**src/rtl/mmio_hub_if.sv**
```systemverilog
// Bus bundle for mmio_hub: CPU byte bus, RAM port, UART TX/RX streams and status flags.
// slave = hub side, master = CPU/RAM/UART environment side.
interface mmio_hub_if;
  logic [31:0] cpu_a;
  logic [7:0]  cpu_dout;
  logic        cpu_wr;
  logic [7:0]  cpu_din;
  logic        cpu_rdy;
  logic [16:0] ram_a;
  logic        ram_we;
  logic [7:0]  ram_wdata;
  logic [7:0]  ram_rdata;
  logic [7:0]  tx_data;
  logic        tx_valid;
  logic        tx_ready;
  logic [7:0]  rx_data;
  logic        rx_valid;
  logic        rx_ready;
  logic        program_done;
  logic        tx_overflow;

  modport slave (
    input  cpu_a, cpu_dout, cpu_wr, ram_rdata, tx_ready, rx_data, rx_valid,
    output cpu_din, cpu_rdy, ram_a, ram_we, ram_wdata, tx_data, tx_valid,
    output rx_ready, program_done, tx_overflow
  );

  modport master (
    output cpu_a, cpu_dout, cpu_wr, ram_rdata, tx_ready, rx_data, rx_valid,
    input  cpu_din, cpu_rdy, ram_a, ram_we, ram_wdata, tx_data, tx_valid,
    input  rx_ready, program_done, tx_overflow
  );
endinterface

```
**src/rtl/mmio_hub.sv**
```systemverilog
// MMIO hub: decodes CPU byte accesses to RAM, UART FIFOs and the cycle counter / stop port.
// Optional MMIO_CLK_SNAPSHOT_EN: a read of 0x30004 latches the counter so 4-byte reads are coherent.
module mmio_hub #(
  parameter int TX_DEPTH = 16,
  parameter int RX_DEPTH = 8
) (
  input  logic       clk_in,
  input  logic       rst_in,
  mmio_hub_if.slave  bus
);
  localparam int TXW = $clog2(TX_DEPTH);
  localparam int RXW = $clog2(RX_DEPTH);
  localparam logic [TXW:0] TX_FULL = (TXW+1)'(TX_DEPTH);
  localparam logic [TXW:0] TX_HWM  = (TXW+1)'(TX_DEPTH - 2);
  localparam logic [RXW:0] RX_FULL = (RXW+1)'(RX_DEPTH);

  typedef enum logic [2:0] {
    T_NONE = 3'd0, T_RAM = 3'd1, T_RX = 3'd2,
    T_CNT0 = 3'd3, T_CNT1 = 3'd4, T_CNT2 = 3'd5, T_CNT3 = 3'd6
  } target_e;

  logic [7:0]     tx_mem_r [TX_DEPTH];
  logic [TXW-1:0] tx_wp_r, tx_rp_r;
  logic [TXW:0]   tx_cnt_r, tx_cnt_next_s;
  logic [7:0]     rx_mem_r [RX_DEPTH];
  logic [RXW-1:0] rx_wp_r, rx_rp_r;
  logic [RXW:0]   rx_cnt_r, rx_cnt_next_s;
  logic [7:0]     rx_byte_r;
  logic [31:0]    cnt_r, cnt_src_s;
  logic           done_r, ovf_r, rdy_r;
  target_e        tgt_r, tgt_next_s;

  logic        io_sel_s, rd_s;
  logic [15:0] io_off_s;
  logic        tx_push_req_s, tx_push_s, tx_pop_s, tx_full_s, tx_drop_s, set_done_s;
  logic [7:0]  tx_push_data_s;
  logic        rx_push_s, rx_pop_s;
  logic        unused_s;

  assign unused_s = ^bus.cpu_a[31:18];
  assign io_sel_s = (bus.cpu_a[17:16] == 2'b11);
  assign io_off_s = bus.cpu_a[15:0];
  assign rd_s     = ~bus.cpu_wr;

  assign bus.ram_a     = bus.cpu_a[16:0];
  assign bus.ram_we    = bus.cpu_wr & ~io_sel_s;
  assign bus.ram_wdata = bus.cpu_dout;

  // TX push request decode; all IO writes are dead once the program has stopped
  always_comb begin
    tx_push_req_s  = 1'b0;
    tx_push_data_s = 8'h00;
    set_done_s     = 1'b0;
    if (io_sel_s && bus.cpu_wr && !done_r) begin
      if (io_off_s == 16'h0000) begin
        tx_push_req_s  = (bus.cpu_dout != 8'h00);
        tx_push_data_s = bus.cpu_dout;
      end else if (io_off_s == 16'h0004) begin
        tx_push_req_s = 1'b1;
        set_done_s    = 1'b1;
      end else begin
        tx_push_req_s = 1'b0;
      end
    end else begin
      tx_push_req_s = 1'b0;
    end
  end

  assign tx_full_s     = (tx_cnt_r == TX_FULL);
  assign tx_pop_s      = (tx_cnt_r != '0) & bus.tx_ready;
  assign tx_push_s     = tx_push_req_s & (~tx_full_s | tx_pop_s);
  assign tx_drop_s     = tx_push_req_s & tx_full_s & ~tx_pop_s;
  assign tx_cnt_next_s = tx_cnt_r + (TXW+1)'(tx_push_s) - (TXW+1)'(tx_pop_s);
  assign bus.tx_valid  = (tx_cnt_r != '0);
  assign bus.tx_data   = bus.tx_valid ? tx_mem_r[tx_rp_r] : 8'h00;

  assign bus.rx_ready  = (rx_cnt_r != RX_FULL);
  assign rx_push_s     = bus.rx_valid & bus.rx_ready;
  assign rx_pop_s      = io_sel_s & rd_s & (io_off_s == 16'h0000) & (rx_cnt_r != '0);
  assign rx_cnt_next_s = rx_cnt_r + (RXW+1)'(rx_push_s) - (RXW+1)'(rx_pop_s);

  // Read target for the data phase one cycle later
  always_comb begin
    tgt_next_s = T_NONE;
    if (!rd_s) begin
      tgt_next_s = T_NONE;
    end else if (!io_sel_s) begin
      tgt_next_s = T_RAM;
    end else begin
      case (io_off_s)
        16'h0000: tgt_next_s = (rx_cnt_r != '0) ? T_RX : T_NONE;
        16'h0004: tgt_next_s = T_CNT0;
        16'h0005: tgt_next_s = T_CNT1;
        16'h0006: tgt_next_s = T_CNT2;
        16'h0007: tgt_next_s = T_CNT3;
        default:  tgt_next_s = T_NONE;
      endcase
    end
  end

`ifdef MMIO_CLK_SNAPSHOT_EN
  logic [31:0] snap_r;
  // Counter snapshot taken by the byte-0 read
  always_ff @(posedge clk_in or negedge rst_in) begin
    if (!rst_in)                  snap_r <= 32'h0000_0000;
    else if (tgt_next_s == T_CNT0) snap_r <= cnt_r;
    else                          snap_r <= snap_r;
  end
  assign cnt_src_s = snap_r;
`else
  assign cnt_src_s = cnt_r;
`endif

  // Read data mux driven from the registered target
  always_comb begin
    case (tgt_r)
      T_RAM:   bus.cpu_din = bus.ram_rdata;
      T_RX:    bus.cpu_din = rx_byte_r;
      T_CNT0:  bus.cpu_din = cnt_src_s[7:0];
      T_CNT1:  bus.cpu_din = cnt_src_s[15:8];
      T_CNT2:  bus.cpu_din = cnt_src_s[23:16];
      T_CNT3:  bus.cpu_din = cnt_src_s[31:24];
      default: bus.cpu_din = 8'h00;
    endcase
  end

  assign bus.cpu_rdy      = rdy_r;
  assign bus.program_done = done_r;
  assign bus.tx_overflow  = ovf_r;

  // FIFO storage (no reset needed; occupancy gates every use)
  always_ff @(posedge clk_in) begin
    if (tx_push_s) tx_mem_r[tx_wp_r] <= tx_push_data_s;
    if (rx_push_s) rx_mem_r[rx_wp_r] <= bus.rx_data;
  end

  // FIFO pointers and occupancy
  always_ff @(posedge clk_in or negedge rst_in) begin
    if (!rst_in) begin
      tx_wp_r  <= '0;
      tx_rp_r  <= '0;
      tx_cnt_r <= '0;
      rx_wp_r  <= '0;
      rx_rp_r  <= '0;
      rx_cnt_r <= '0;
    end else begin
      tx_wp_r  <= tx_push_s ? tx_wp_r + TXW'(1) : tx_wp_r;
      tx_rp_r  <= tx_pop_s  ? tx_rp_r + TXW'(1) : tx_rp_r;
      tx_cnt_r <= tx_cnt_next_s;
      rx_wp_r  <= rx_push_s ? rx_wp_r + RXW'(1) : rx_wp_r;
      rx_rp_r  <= rx_pop_s  ? rx_rp_r + RXW'(1) : rx_rp_r;
      rx_cnt_r <= rx_cnt_next_s;
    end
  end

  // Read pipeline, counter, flags; two slots of headroom cover the write already in flight
  always_ff @(posedge clk_in or negedge rst_in) begin
    if (!rst_in) begin
      tgt_r     <= T_NONE;
      rx_byte_r <= 8'h00;
      cnt_r     <= 32'h0000_0000;
      done_r    <= 1'b0;
      ovf_r     <= 1'b0;
      rdy_r     <= 1'b1;
    end else begin
      tgt_r     <= tgt_next_s;
      rx_byte_r <= rx_pop_s ? rx_mem_r[rx_rp_r] : rx_byte_r;
      cnt_r     <= cnt_r + 32'd1;
      done_r    <= done_r | set_done_s;
      ovf_r     <= ovf_r | tx_drop_s;
      rdy_r     <= (tx_cnt_next_s < TX_HWM);
    end
  end
endmodule

```
**src/flat_wrapper.sv**
```systemverilog
// flat-port wrapper written by rule: the top's interface ports become plain ports
module mmio_hub_flat 
#(
  parameter int TX_DEPTH = 16,
  parameter int RX_DEPTH = 8
)
  (clk_in, rst_in, bus_cpu_a, bus_cpu_dout, bus_cpu_wr, bus_ram_rdata, bus_tx_ready, bus_rx_data, bus_rx_valid, bus_cpu_din, bus_cpu_rdy, bus_ram_a, bus_ram_we, bus_ram_wdata, bus_tx_data, bus_tx_valid, bus_rx_ready, bus_program_done, bus_tx_overflow);
  mmio_hub_if bus_i ();
  input  logic clk_in;
  input  logic rst_in;
  input wire logic [$bits(bus_i.cpu_a)-1:0] bus_cpu_a;
  input wire logic [$bits(bus_i.cpu_dout)-1:0] bus_cpu_dout;
  input wire logic [$bits(bus_i.cpu_wr)-1:0] bus_cpu_wr;
  input wire logic [$bits(bus_i.ram_rdata)-1:0] bus_ram_rdata;
  input wire logic [$bits(bus_i.tx_ready)-1:0] bus_tx_ready;
  input wire logic [$bits(bus_i.rx_data)-1:0] bus_rx_data;
  input wire logic [$bits(bus_i.rx_valid)-1:0] bus_rx_valid;
  output wire logic [$bits(bus_i.cpu_din)-1:0] bus_cpu_din;
  output wire logic [$bits(bus_i.cpu_rdy)-1:0] bus_cpu_rdy;
  output wire logic [$bits(bus_i.ram_a)-1:0] bus_ram_a;
  output wire logic [$bits(bus_i.ram_we)-1:0] bus_ram_we;
  output wire logic [$bits(bus_i.ram_wdata)-1:0] bus_ram_wdata;
  output wire logic [$bits(bus_i.tx_data)-1:0] bus_tx_data;
  output wire logic [$bits(bus_i.tx_valid)-1:0] bus_tx_valid;
  output wire logic [$bits(bus_i.rx_ready)-1:0] bus_rx_ready;
  output wire logic [$bits(bus_i.program_done)-1:0] bus_program_done;
  output wire logic [$bits(bus_i.tx_overflow)-1:0] bus_tx_overflow;
  assign bus_i.cpu_a = bus_cpu_a;
  assign bus_i.cpu_dout = bus_cpu_dout;
  assign bus_i.cpu_wr = bus_cpu_wr;
  assign bus_i.ram_rdata = bus_ram_rdata;
  assign bus_i.tx_ready = bus_tx_ready;
  assign bus_i.rx_data = bus_rx_data;
  assign bus_i.rx_valid = bus_rx_valid;
  assign bus_cpu_din = bus_i.cpu_din;
  assign bus_cpu_rdy = bus_i.cpu_rdy;
  assign bus_ram_a = bus_i.ram_a;
  assign bus_ram_we = bus_i.ram_we;
  assign bus_ram_wdata = bus_i.ram_wdata;
  assign bus_tx_data = bus_i.tx_data;
  assign bus_tx_valid = bus_i.tx_valid;
  assign bus_rx_ready = bus_i.rx_ready;
  assign bus_program_done = bus_i.program_done;
  assign bus_tx_overflow = bus_i.tx_overflow;
  mmio_hub #(.TX_DEPTH(TX_DEPTH), .RX_DEPTH(RX_DEPTH)) u_core (.clk_in(clk_in), .rst_in(rst_in), .bus(bus_i));
endmodule
```
**config.mk**
```make
export PLATFORM = sky130hd
export DESIGN_NAME = mmio_hub_flat
export DESIGN_NICKNAME = d
export VERILOG_FILES = /design/src/rtl/mmio_hub_if.sv /design/src/rtl/mmio_hub.sv /design/src/flat_wrapper.sv
export SDC_FILE = /design/constraint.sdc
export NUM_CORES = 1
export LEC_CHECK = 0
export CORE_ASPECT_RATIO = 1.2
export CORE_UTILIZATION = 62
export DETAILED_ROUTE_END_ITERATION = 16
export GPL_ROUTABILITY_DRIVEN = 0
export PLACE_DENSITY = 0.85
export RECOVER_POWER = 100
export SETUP_SLACK_MARGIN = 0.2
export SLEW_MARGIN = 0
export SYNTH_ARGS = -nofsm -noshare
export SYNTH_HDL_FRONTEND = slang
export SYNTH_SLANG_ARGS = --single-unit
```
**constraint.sdc**
```tcl
create_clock -name clk_in -period 4.25 [get_ports clk_in]
set_clock_uncertainty 0.1 [all_clocks]
set_input_delay 0.6375 -clock clk_in [delete_from_list [all_inputs] [get_ports clk_in]]
set_output_delay 0.6375 -clock clk_in [all_outputs]
set_load 0.005 [all_outputs]
```
==> results of run 1 <==
flip-flops by register name (all words and copies together) (netlist names):
signal	cells
u_core.tx_mem_r	128
u_core.rx_mem_r	64
u_core.cnt_r	32
u_core.rx_byte_r	8
u_core.tx_cnt_r	5
u_core.rx_cnt_r	4
u_core.tx_rp_r	4
u_core.tx_wp_r	4
u_core.rx_rp_r	3
u_core.rx_wp_r	3
u_core.tgt_r	3
u_core.bus.cpu_rdy	1
u_core.bus.program_done	1
u_core.bus.tx_overflow	1
per-stage QoR:
| step | util (%) | cells |
|---|---|---|
| 6_report | 72.12 | 1020 |
| 3_5_place_dp | 68.48 | 975 |
| 4_1_cts | 72.69 | 1020 |
| 2_1_floorplan | - | 707 |
| 5_1_grt | 72.12 | 1020 |
| 3_3_place_gp | 68.48 | 975 |
final cells by class:
| type | instances | area [um^2] | share of cell area (%) |
|---|---|---|---|
| inverters | 23 | 86.33 | 0.6562 |
| clock buffers | 31 | 648.1 | 4.926 |
| flip-flops and latches | 261 | 7493 | 56.96 |
| repair buffers | 100 | 974.7 | 7.408 |
| well taps | 224 | 280.3 | 2.130 |
| multi-input cells | 367 | 3555 | 27.02 |
| clock inverters | 14 | 118.9 | 0.9035 |
layer usage:
metal / up-vias / track usage [%] / part of all wire, %
li1: 2866 / - / -
met1: 3295 / 29.42 / 37
met2: 240 / 47.21 / 56
met3: 44 / 3.406 / 5.0
met4: 0 / 8.095 / 2.2
met5: - / 0 / 0
power groups by stage:
stage                     Clock [uW]  Sequential [uW]  Combinational, uW
after floorplan                    0             3030                788
after global placement             0             3130                955
after detailed placement           0             3160               1020
after CTS                       2120             3110               1040
after global routing            2220             3130               1090
final                           2090             3100                993
worst max-delay path: stages (launching register included):
cell and delay, ns:
dfrtp_1 0.84, buf_12 0.31, mux4_2 0.53, mux2i_1 0.24, o22ai_1 0.11, clkdlybuf4s50_1 0.46
cell usage after synthesis (all sizes together), types with 15 or more instances:
cell type  count  share of area, %
nand2         18              0.58
mux2i         23               2.0
inv           23              0.75
ha            20               2.2
dfrtp         68                15
nor4          16               1.3
clkbuf        15              0.49
a21oi         16              0.69
edfxtp       192                50
mux4          48               9.6
nor2          26              0.84
xnor2         17               1.3
buf           41               2.6
mux2          25               2.7
nand3         16              0.69
xor2          30               2.3
cells by family (layout without fill, tap and decap cells):
group	after synthesis	after routing	synth area share, %
AOI/OAI and AO/OA	48	48	2.950
and+or+nand+nor	154	154	8.158
muxes	96	96	14.27
DFF	261	261	64.71
adders and majority gates	22	22	2.507
buffers and inverters	79	168	3.846
xor gates and xnor gates	47	47	3.555
worst paths after layout:
| check | end | cells after the start |
|---|---|---|
| worst max-delay path | bus_tx_data[0] | 5 |
| worst min-delay path | u_core.cnt_r[0] | 1 |
| worst max register to register | u_core.bus.cpu_rdy | 12 |
| worst min register to register | u_core.cnt_r[0] | 1 |
| max in group asynchronous | u_core.rx_wp_r[2] | 2 |
| min in group asynchronous | u_core.cnt_r[15] | 1 |
==> flow_summary.json, run 1 <==
{
  "die_w_um": 126.8,
  "antenna_found_initial": 0,
  "row_count": 54,
  "clkPwrFrac_pct": 33.8,
  "drive_gt1_share_pct": 12.56,
  "wl_mm": 23.08,
  "p_total_uw": 6189,
  "layout_common_cells": "edfxtp_1, dfrtp_1, dlygate4sd3_1",
  "path_class": "reg -> out",
  "ctsHtreeMaxLevel": 1,
  "cts_buffers": 25,
  "powerDensity_nw_per_um2": 470.4,
  "rsz0062_at_grt": "no",
  "finalCritPeriodShare_pct": 88.58,
  "detailedRoute.firstIterationViolations": 482,
  "avgRoutedWirePerCell_um": 22.63,
  "cellInternalPower_uw": 4595,
  "grt_usage_pct": 24.90,
  "slew_headroom_pct": -36.10,
  "hpwl_mm": 15.50,
  "antenna_cells": 0,
  "grt_pass1_wl_mm": 35.82,
  "synth_edf_count": 192,
  "first_pass_iters": 5,
  "cts_setup_buffers": 0,
  "p_switching_uw": 1594,
  "startpoint_type": "flip-flop",
  "failed_checks": "capacitance limit, slew limit",
  "dr_total_vias": 6445,
  "async_flop_share_pct": 26.44,
  "nFillCells": 1120,
  "io_pins": 108,
  "cts-root-buf": "clkbuf_16",
  "final_nets": 861,
  "critPathCaptureType": "output pin",
  "placed_area_um2": 12490,
  "ctsHoldBuffers": 0,
  "cts_sinks": 261,
  "design_area_um2": 13160,
  "setup-violations-final": 0,
  "post_cts_resize_count": 0,
  "core-area_um2": 18240,
  "hold_path_class": "reg -> reg",
  "r2r-start": "u_core.tx_cnt_r[2]",
  "synth_area_um2": 11580,
  "hold_viol_final": 0,
  "port_buffers": 93,
  "syn_inst": 707,
  "setup_ws_ns": 0.4852,
  "grt-ovfl-total": 0,
  "drv_slew": 72,
  "hp-start": "u_core.cnt_r[0]",
  "swShare_pct": 25.75,
  "p_comb_share_pct": 16.0,
  "worstPathArrival_ns": 3.03,
  "hold_slack_ns": 0.3778,
  "worst_pin_slew_ns": 2.042,
  "cts_tree": "built",
  "ys_ff_latch": 261,
  "fin_setup_tns_ns": 0,
  "synth_ff_type": "edfxtp_1",
  "synth.avg_cell_area_um2": 16.38,
  "cp.required_ns": 3.51,
  "rrSetupSlack_ns": 0.96,
  "initial_core_util_pct": 63.48,
  "clockBufferDepth": 3,
  "grt_pass1_vias": 6685,
  "yosysSeqAreaShare_pct": 64.71,
  "vias_per_cell": 6.319,
  "ant_nets": 0,
  "clkTransAtPathRegs_ns": 0.06,
  "insertion_delay_ns": 0.51,
  "fp.dieH_um": 151.7,
  "syn-num-nets": 790,
  "yosys_warnings": 0,
  "ir_drop_mv": 0.3439,
  "status": "complete, but fails checks",
  "leakagePower_uw": 0.005190,
  "ys_types": 59,
  "fin_crit_ns": 3.765,
  "fmax_mhz": 265.6,
  "die_area_um2": 19230,
  "seqPwrFrac_pct": 50.1,
  "crit_fanout": 24,
  "area_growth_pct": 13.61,
  "final_common_cell": "edfxtp_1",
  "drv_cap": 2,
  "drc_errors": 0,
  "grt_max_degree": 39,
  "crit_start": "u_core.tx_rp_r[0]",
  "dp_worst_setup_slack_ns": 0.5649
}
(Power assumes the default switching activity.)
==> inputs of run 2 (changes only) <==
--- a/config.mk
+++ b/config.mk
@@ -6,10 +6,9 @@
 export NUM_CORES = 1
 export LEC_CHECK = 0
 export CORE_ASPECT_RATIO = 1.2
-export CORE_UTILIZATION = 62
+export CORE_UTILIZATION = 35
 export DETAILED_ROUTE_END_ITERATION = 16
 export GPL_ROUTABILITY_DRIVEN = 0
-export PLACE_DENSITY = 0.85
 export RECOVER_POWER = 100
 export SETUP_SLACK_MARGIN = 0.2
 export SLEW_MARGIN = 0
==> flow_summary.json, run 2 (same netlist as run 1, synthesis figures left out) <==
{
  "hold_path_class": "reg -> reg",
  "path_class": "reg -> out",
  "rrSetupSlack_ns": 1.03,
  "dr_total_vias": 6077,
  "layout_common_cells": "edfxtp_1, dfrtp_1, dlygate4sd3_1",
  "port_buffers": 93,
  "final_common_cell": "edfxtp_1",
  "slew_headroom_pct": -20.33,
  "grt_pass1_wl_mm": 36.63,
  "final_nets": 865,
  "placed_cells": 1159,
  "area_growth_pct": 16.85,
  "fin_setup_tns_ns": 0,
  "wl_met2_mm": 12.26,
  "critPathSlowestCell": "dfrtp_2",
  "cts-root-buf": "clkbuf_16",
  "wl_met3_um": 786,
  "failed_checks": "capacitance limit, slew limit",
  "ctsHtreeMaxLevel": 1,
  "rr_worst_depth": 12,
  "io_pins": 108,
  "grt-ovfl-total": 0,
  "drive_gt1_share_pct": 13.93,
  "nFillCells": 2956,
  "powerDensity_nw_per_um2": 473.8,
  "ant_nets": 0,
  "ir_drop_mv": 0.3331,
  "grt_max_degree": 70,
  "core-area_um2": 32430,
  "hold_path_end": "u_core.bus.tx_overflow",
  "wl_met1_mm": 9.393,
  "cts_tree": "built",
  "p_total_uw": 6410,
  "fin_crit_ns": 3.768,
  "antenna_found_initial": 0,
  "wl_mm": 22.75,
  "worst_pin_slew_ns": 1.805,
  "finalNonFillerCells": 1211,
  "status": "complete, but fails checks",
  "post-route-util_pct": 41.72,
  "drc_errors": 0,
  "finalCritPeriodShare_pct": 88.65,
  "leakagePower_uw": 0.005298,
  "vias_per_cell": 5.018,
  "placed_area_um2": 12730,
  "crit_chain": "buf_12, mux4_2, mux2i_1, o22ai_1, dlygate4sd3_1",
  "r2r-end": "u_core.bus.cpu_rdy",
  "hold_viol_final": 0,
  "worstPathArrival_ns": 3.03,
  "setup-violations-final": 0,
  "die_w_um": 168.0,
  "max_stage_delay_ns": 0.79,
  "largest_register": "u_core.tx_mem_r",
  "reg.largest.list": "u_core.tx_mem_r (128), u_core.rx_mem_r (64), u_core.cnt_r (32)",
  "ctsHoldBuffers": 0,
  "hpwl_mm": 15.60,
  "avgRoutedWirePerCell_um": 18.78,
  "hp-start": "u_core.bus.tx_overflow",
  "hold_path_depth": 1,
  "cts_sinks": 261,
  "clkTransAtPathRegs_ns": 0.06,
  "r2r-start": "u_core.tx_cnt_r[3]",
  "crit_fanout": 19,
  "design_area_um2": 13530,
  "fp.dieH_um": 201.3,
  "cp.required_ns": 3.51,
  "grt_usage_pct": 13.81,
  "die_area_um2": 33820,
  "cts_setup_buffers": 0,
  "cts_buffers": 28,
  "drv_cap": 1,
  "insertion_delay_ns": 0.52,
  "first_pass_iters": 4,
  "rsz0062_at_grt": "no",
  "largest_reg_flops": 128,
  "antenna_cells": 0,
  "drv_slew": 70,
  "initial_core_util_pct": 35.71,
  "grt_pass1_vias": 6514,
  "detailedRoute.firstIterationViolations": 328,
  "fmax_mhz": 265.4,
  "post_cts_resize_count": 0,
  "startpoint_type": "flip-flop",
  "row_count": 72,
  "clockBufferDepth": 3,
  "critPathCaptureType": "output pin",
  "topRoutingLayerUsed": "met4"
}
[run 2: changes by cell type in the layout (fill, tap and decap cells not counted), moves of 2 or more]
| cell | delta |
|---|---|
| clkinv_1 | -4 |
| clkbuf_16 | +4 |
| dlygate4sd3_1 | +7 |
| clkdlybuf4s50_1 | -7 |
| clkinv_2 | +2 |
| clkbuf_8 | +5 |
[run 2: final cells by class]
type | instances | area [um^2] | area share [%]
repair buffers | 101 | 983.4 | 7.268
clock buffers | 41 | 820.8 | 6.066
flip-flops and latches | 261 | 7495 | 55.39
multi-input cells | 367 | 3551 | 26.24
clock inverters | 11 | 85.08 | 0.6288
well taps | 407 | 509.2 | 3.764
inverters | 23 | 86.33 | 0.6381
[run 2: power breakdown]
group | leakage (uW) | switching [uW] | internal [uW] | total (uW)
logic | 0.00188 | 481 | 478 | 959
registers | 0.00297 | 184 | 2920 | 3100
clock network | 0.000449 | 955 | 1400 | 2350
total | 0.00530 | 1620 | 4790 | 6410
[run 2: stage by stage]
step / setup WS, ns / hold slack [ns]
final: 0.4824 / 0.3653
after global routing: 0.2908 / 0.3931
after CTS: 0.5236 / 0.1834
after detailed placement: 0.5735 / 0.3578
after global placement: 0.6440 / 0.3572
after floorplan: 1.247 / 0.2419
[run 2: critical path: cells and delay by family (launching register included)]
kind	cells	cell delay, ns
DFF	1	0.79
buffers and inverters	2	0.85
muxes	2	0.72
AOI/OAI and AO/OA	1	0.12
[run 2: metal layers]
layer	vias up	GRT usage (%)
met1	3101	17.06
met3	24	2.046
li1	2862	-
met2	90	25.39
met5	-	0
met4	0	2.916
[run 2: worst max path at each step]
stage | start | slack, ns | end
2_1_floorplan | bus_cpu_dout[2] | 1.25 | u_core.bus.cpu_rdy
3_3_place_gp | bus_cpu_dout[2] | 0.64 | u_core.bus.cpu_rdy
3_5_place_dp | bus_cpu_dout[2] | 0.57 | u_core.bus.cpu_rdy
4_1_cts | u_core.tx_rp_r[0] | 0.52 | bus_tx_data[2]
5_1_grt | u_core.tx_rp_r[0] | 0.29 | bus_tx_data[1]
6_report | u_core.tx_rp_r[0] | 0.48 | bus_tx_data[2]
==> inputs of run 3 (changes only) <==
--- a/config.mk
+++ b/config.mk
@@ -9,6 +9,7 @@
 export CORE_UTILIZATION = 35
 export DETAILED_ROUTE_END_ITERATION = 16
 export GPL_ROUTABILITY_DRIVEN = 0
+export HOLD_SLACK_MARGIN = 0.05
 export RECOVER_POWER = 100
 export SETUP_SLACK_MARGIN = 0.2
 export SLEW_MARGIN = 0
==> results of run 3 <==
Same layout as run 2: the final DEF is identical, and so are final timing and power.
